==> src/rtl/shift_if.sv <==
// shift_if: operand/result handshake bundle for shift_unit.
//
// Signals:
//   in_valid / in_ready   operand handshake (master -> slave)
//   a, shamt, op          operand, shift amount, mode (00 SLL, 01 SRL, 10 SRA, 11 ROR)
//   out_valid / out_ready result handshake (slave -> master)
//   result, carry_out     shifted value and last bit shifted/rotated out
//   zero, busy            result-is-zero flag, unit-not-idle flag
//
// Modports: master drives operands and out_ready; slave is the shifter.
interface shift_if #(
   parameter int unsigned WIDTH = 16
) ();
   localparam int unsigned SW = $clog2(WIDTH);

   logic             in_valid;
   logic             in_ready;
   logic [WIDTH-1:0] a;
   logic [SW-1:0]    shamt;
   logic [1:0]       op;
   logic             out_valid;
   logic             out_ready;
   logic [WIDTH-1:0] result;
   logic             carry_out;
   logic             zero;
   logic             busy;

   modport master (
      output in_valid, a, shamt, op, out_ready,
      input  in_ready, out_valid, result, carry_out, zero, busy
   );

   modport slave (
      input  in_valid, a, shamt, op, out_ready,
      output in_ready, out_valid, result, carry_out, zero, busy
   );
endinterface

==> src/rtl/shift_unit.sv <==
// shift_unit: multi-cycle shifter (SLL, SRL, SRA, ROR) for the execute stage.
// Shifts at most STEP positions per cycle; operands and results use valid/ready.
//
// Ports:
//   clk_i   clock, rising edge
//   rst_n   asynchronous active-low reset
//   bus     shift_if.slave: in_valid/in_ready/a/shamt/op in, out_valid/out_ready/
//           result/carry_out/zero/busy out
module shift_unit #(
   parameter int unsigned WIDTH = 16,
   parameter int unsigned STEP  = 4
) (
   input logic    clk_i,
   input logic    rst_n,
   shift_if.slave bus
);
   localparam int unsigned SW = $clog2(WIDTH);
   // One extra bit so a step of STEP == WIDTH is representable.
   localparam int unsigned KW = SW + 1;

   typedef enum logic [1:0] {StIdle, StShift, StDone} state_e;

   state_e           state_q, state_d;
   logic [WIDTH-1:0] data_q, data_d;
   logic [1:0]       op_q, op_d;
   logic [SW-1:0]    rem_q, rem_d;
   logic             carry_q, carry_d;

   // Per-step shifter
   logic [KW-1:0]    k;
   logic [WIDTH-1:0] sll_v, srl_v, sra_v, ror_v;
   logic [WIDTH-1:0] rpre, lpre;
   logic [WIDTH-1:0] shifted;
   logic             cbit;
   logic             last_step;

   always_comb begin
      k = (32'(rem_q) < STEP) ? KW'(rem_q) : KW'(STEP);
      sll_v = data_q << k;
      srl_v = data_q >> k;
      sra_v = $signed(data_q) >>> k;
      // k == 0 gives data_q << WIDTH == 0, so the rotate degenerates cleanly.
      ror_v = (data_q >> k) | (data_q << (KW'(WIDTH) - k));
      // Last bit out: right modes lose bit k-1, left shift loses bit WIDTH-k.
      rpre = data_q >> (k - KW'(1));
      lpre = data_q << (k - KW'(1));
      shifted = data_q;
      cbit = 1'b0;
      case (op_q)
         2'b00: begin shifted = sll_v; cbit = lpre[WIDTH-1]; end
         2'b01: begin shifted = srl_v; cbit = rpre[0]; end
         2'b10: begin shifted = sra_v; cbit = rpre[0]; end
         default: begin shifted = ror_v; cbit = rpre[0]; end
      endcase
      last_step = (32'(rem_q) <= STEP);
   end

   // State register
   always_ff @(posedge clk_i or negedge rst_n) begin
      if (!rst_n) begin
         state_q <= StIdle;
      end else begin
         state_q <= state_d;
      end
   end

   // Next-state logic. A zero shift still spends one cycle in StShift with a
   // null step so latency is uniformly max(1, ceil(shamt/STEP)).
   always_comb begin
      state_d = state_q;
      case (state_q)
         StIdle:  if (bus.in_valid) state_d = StShift;
         StShift: if (last_step) state_d = StDone;
         StDone:  if (bus.out_ready) state_d = StIdle;
         default: state_d = StIdle;
      endcase
   end

   // Datapath next-state
   always_comb begin
      data_d  = data_q;
      op_d    = op_q;
      rem_d   = rem_q;
      carry_d = carry_q;
      case (state_q)
         StIdle: begin
            if (bus.in_valid) begin
               data_d  = bus.a;
               op_d    = bus.op;
               rem_d   = bus.shamt;
               carry_d = 1'b0;
            end
         end
         StShift: begin
            data_d = shifted;
            rem_d  = SW'(KW'(rem_q) - k);
            if (k != '0) carry_d = cbit;
         end
         default: ;
      endcase
   end

   always_ff @(posedge clk_i or negedge rst_n) begin
      if (!rst_n) begin
         data_q  <= '0;
         op_q    <= '0;
         rem_q   <= '0;
         carry_q <= 1'b0;
      end else begin
         data_q  <= data_d;
         op_q    <= op_d;
         rem_q   <= rem_d;
         carry_q <= carry_d;
      end
   end

   // Outputs: all from registers only
   always_comb begin
      bus.in_ready  = (state_q == StIdle);
      bus.out_valid = (state_q == StDone);
      bus.busy      = (state_q != StIdle);
      bus.result    = data_q;
      bus.carry_out = carry_q;
      bus.zero      = (data_q == '0);
   end
endmodule

==> src/flat_wrapper.sv <==
// flat-port wrapper written by rule: the top's interface ports become plain ports
module shift_unit_flat 
#(
   parameter int unsigned WIDTH = 16,
   parameter int unsigned STEP  = 4
)
  (clk_i, rst_n, bus_in_valid, bus_a, bus_shamt, bus_op, bus_out_ready, bus_in_ready, bus_out_valid, bus_result, bus_carry_out, bus_zero, bus_busy);
  shift_if #(.WIDTH(WIDTH)) bus_i ();
  input logic clk_i;
  input logic rst_n;
  input wire logic [$bits(bus_i.in_valid)-1:0] bus_in_valid;
  input wire logic [$bits(bus_i.a)-1:0] bus_a;
  input wire logic [$bits(bus_i.shamt)-1:0] bus_shamt;
  input wire logic [$bits(bus_i.op)-1:0] bus_op;
  input wire logic [$bits(bus_i.out_ready)-1:0] bus_out_ready;
  output wire logic [$bits(bus_i.in_ready)-1:0] bus_in_ready;
  output wire logic [$bits(bus_i.out_valid)-1:0] bus_out_valid;
  output wire logic [$bits(bus_i.result)-1:0] bus_result;
  output wire logic [$bits(bus_i.carry_out)-1:0] bus_carry_out;
  output wire logic [$bits(bus_i.zero)-1:0] bus_zero;
  output wire logic [$bits(bus_i.busy)-1:0] bus_busy;
  assign bus_i.in_valid = bus_in_valid;
  assign bus_i.a = bus_a;
  assign bus_i.shamt = bus_shamt;
  assign bus_i.op = bus_op;
  assign bus_i.out_ready = bus_out_ready;
  assign bus_in_ready = bus_i.in_ready;
  assign bus_out_valid = bus_i.out_valid;
  assign bus_result = bus_i.result;
  assign bus_carry_out = bus_i.carry_out;
  assign bus_zero = bus_i.zero;
  assign bus_busy = bus_i.busy;
  shift_unit #(.WIDTH(WIDTH), .STEP(STEP)) u_core (.clk_i(clk_i), .rst_n(rst_n), .bus(bus_i));
endmodule
==> config.mk <==
export PLATFORM = sky130hd
export DESIGN_NAME = shift_unit_flat
export DESIGN_NICKNAME = d
export VERILOG_FILES = /design/src/rtl/shift_if.sv /design/src/rtl/shift_unit.sv /design/src/flat_wrapper.sv
export SDC_FILE = /design/constraint.sdc
export NUM_CORES = 1
export LEC_CHECK = 0
export ABC_AREA = 1
export BUFFER_PORTS_ARGS = -buffer_cell sky130_fd_sc_hd__buf_2
export CAP_MARGIN = 5
export CORE_ASPECT_RATIO = 1.25
export CORE_MARGIN = 5
export CORE_UTILIZATION = 40
export CTS_CLUSTER_SIZE = 12
export DETAILED_ROUTE_END_ITERATION = 12
export SLEW_MARGIN = 30
export SYNTH_ARGS = -nofsm -noshare
export SYNTH_HDL_FRONTEND = slang
export SYNTH_SLANG_ARGS = --single-unit
==> constraint.sdc <==
create_clock -name clk_i -period 4.55 [get_ports clk_i]
set_input_delay 0.455 -clock clk_i [delete_from_list [all_inputs] [get_ports clk_i]]
set_output_delay 0.455 -clock clk_i [all_outputs]
set_load 0.005 [all_outputs]
==> out/qor.yml <==
status: "finished clean"
synth_most_common_cell: "nand2_1"
p_leak_nw: 1.87
rr_worst_depth: 10
reg2reg_slack_ns: 1.06
crit_chain: "nand2_4 > ha_1 > inv_1 > ha_1 > inv_1 > nand3_1 > nand3_1 > nand2_1 > nand4_1 > a21boi_1"
drive_gt1_share_pct: 16.2
synth-edff-count: 0
cp.arrival_ns: 3.71
postCtsSetupBuffers: 0
synthTopCellsByCount: "nand2_1, nand3_1, inv_1, nor2_1, o21ai_0"
clock-sinks: 25
p_seq_share_pct: 14.0
cp_slowest_cell: "dfrtp_1"
place_area_um2: 3660
track_usage_pct: 26.1
gp_congestion: 0.970
nFillCells: 972
drc: 0
hold_viol_final: 0
die-area_um2: 10700
synth_seq_area_share_pct: 17.9
vdd_ir_drop_max_mv: 0.384
hold_ws_ns: 0.169
design_area_um2: 3710
swShare_pct: 63.7
fmax_mhz: 286
syn_area_um2: 3490
cts.path.max_buffers: 2
synthFlopType: "dfrtp_1"
root_buffer: "clkbuf_8"
ant_nets: 0
cpPeakStageDelay_ns: 0.80
wire_per_inst_um: 19.1
worst_pin_slew_ns: 0.768
hold_buffers: 0
finalCritPeriodShare_pct: 76.8
antenna_cells: 0
synth.top_cell.area_share_pct: 18.6
syn_nets: 619
io_buffers: 46
intPower_mw: 1.31
dpl.hpwl_um: 10400
grt_pass1_wl_um: 21800
power.density_nw_per_um2: 975
overflow: 0
fp.dieW_um: 93.6
setup_viol: 0
skew_ns: 0.00252
rsz0062_at_grt: "false"
cts_tree: "done"
wirelength_um: 14000
fin_crit_ns: 3.49
layout.nets: 642
synth_cells: 589
grt_pass1_vias: 3899
ioPinCount: 47
clk_latency_ns: 0.28
cts.repair.resized: 0
combPwrFrac_pct: 82.0
maxCapViolCount: 0
crit_fanout: 24
synth_cell_type_count: 42
hold_class: "input port to async pin"
routed_via_density: 5.85
syn2layout_area_growth_pct: 6.20
route.vias.total: 4274
synthTopCellsByArea: "nand3_1, nand2_1, dfrtp_1"
criticalPathCategory: "flip-flop to flip-flop"
fp-row-count: 38
final.setup.tns_ns: 0
cts_made_buffers: 3
die_h_um: 114
antenna_found_initial: 0
power_mw: 3.61
clockPowerShare_pct: 4.0
cp-end-kind: "flip-flop"
path_clk_slew_ns: 0.10
core_um2: 8610
r2r_start: "u_core.rem_q[0]"
synth-seq-cells: 25
multi_input_area_um2: 2420
ys_async_sr_fraction_pct: 100
drt-initial-drc-count: 609
cp.required_ns: 4.77
power_switching_mw: 2.30
synth_top_area_cell: "nand3_1"
grt_max_degree: 26
startpoint_type: "flip-flop"
slew_headroom_pct: 48.8
finalMaxSlewViolations: 0
yosysWarnings: 0
cts_max_level: 1
syn_avg_cell_area_um2: 5.93
r2r_end: "u_core.bus.result[7]"
firstDrtPassIters: 8
startpoint: "u_core.rem_q[0]"
start_util_pct: 40.6
seq_area_um2: 626
## state kept, by name, summed over array words and instances, names as in the netlist
| register | flops |
|---|---|
| u_core.state_q | 2 |
| u_core.op_q | 2 |
| u_core.bus.result | 16 |
| u_core.bus.carry_out | 1 |
| u_core.rem_q | 4 |
## metrics by stage
step	util (%)	setup slack (ns)	cells
floorplan	-	2.19	589
global placement	42.6	1.24	727
detailed placement	42.6	1.16	727
CTS	43.1	1.15	731
global route	43.1	0.892	731
finish	43.1	1.06	731
## power by group through the flow
stage / Clock, mW / Sequential [mW] / Combinational [mW]
6_report: 0.145 / 0.506 / 2.96
5_1_grt: 0.160 / 0.521 / 3.26
4_1_cts: 0.146 / 0.501 / 2.89
3_5_place_dp: 0 / 0.505 / 2.88
3_3_place_gp: 0 / 0.505 / 2.91
2_1_floorplan: 0 / 0.442 / 2.25
## cells by family (layout without fill, tap and decap cells)
group	Yosys count	count (layout)	share of synthesized area, %
other	1	1	0.107
adder cells (fa/ha/maj)	4	4	1.43
AO/OA/AOI/OAI	92	92	15.9
flip-flops	25	25	17.9
AND/OR/NAND/NOR	381	381	51.8
buffers and inverters	86	108	12.8
## cells in the final DEF (no fill, tap or decap), types with 9 or more instances in the layout
cell,synthesis,final
nand2_1,168,168
nand3_1,130,130
inv_1,47,47
buf_2,13,46
nor2_1,35,35
o21ai_0,29,29
a21oi_1,26,26
dfrtp_1,25,25
nand4_1,12,12
nand2_4,9,9
## worst max-delay path: cells and delay by family, from the launching register on
kind,cells,cell delay (ns)
DFF,1,0.80
adders and majority gates,2,0.96
and+or+nand+nor,5,0.98
AOI/OAI and AO/OA,1,0.15
buffers and inverters,2,0.52
## layer usage
layer  vias up  GRT usage [%]  share of wire [%]
li1       2030              -                  -
met1      1971           36.4                 43
met2       238           41.7                 45
met3        35           3.02                8.3
met4         0           9.44                3.3
met5         -              0                  0
## worst max path at each step
| stage | to | slack (ns) | cells after the start |
|---|---|---|---|
| 6_report | u_core.bus.result[7] | 1.06 | 10 |
| 5_1_grt | u_core.bus.result[7] | 0.89 | 10 |
| 4_1_cts | u_core.bus.result[7] | 1.15 | 10 |
| 3_5_place_dp | u_core.bus.result[7] | 1.16 | 10 |
| 3_3_place_gp | u_core.bus.result[7] | 1.24 | 10 |
| 2_1_floorplan | u_core.bus.carry_out | 2.19 | 16 |
## cell type report
| class | count | share of cell area [%] |
|---|---|---|
| Multi-Input combinational cell | 478 | 65.2 |
| Sequential cell | 25 | 16.9 |
| Timing Repair Buffer | 50 | 7.02 |
| Inverter | 54 | 5.60 |
| Tap cell | 120 | 4.05 |
| Clock buffer | 4 | 1.21 |
(Power assumes the default switching activity.)
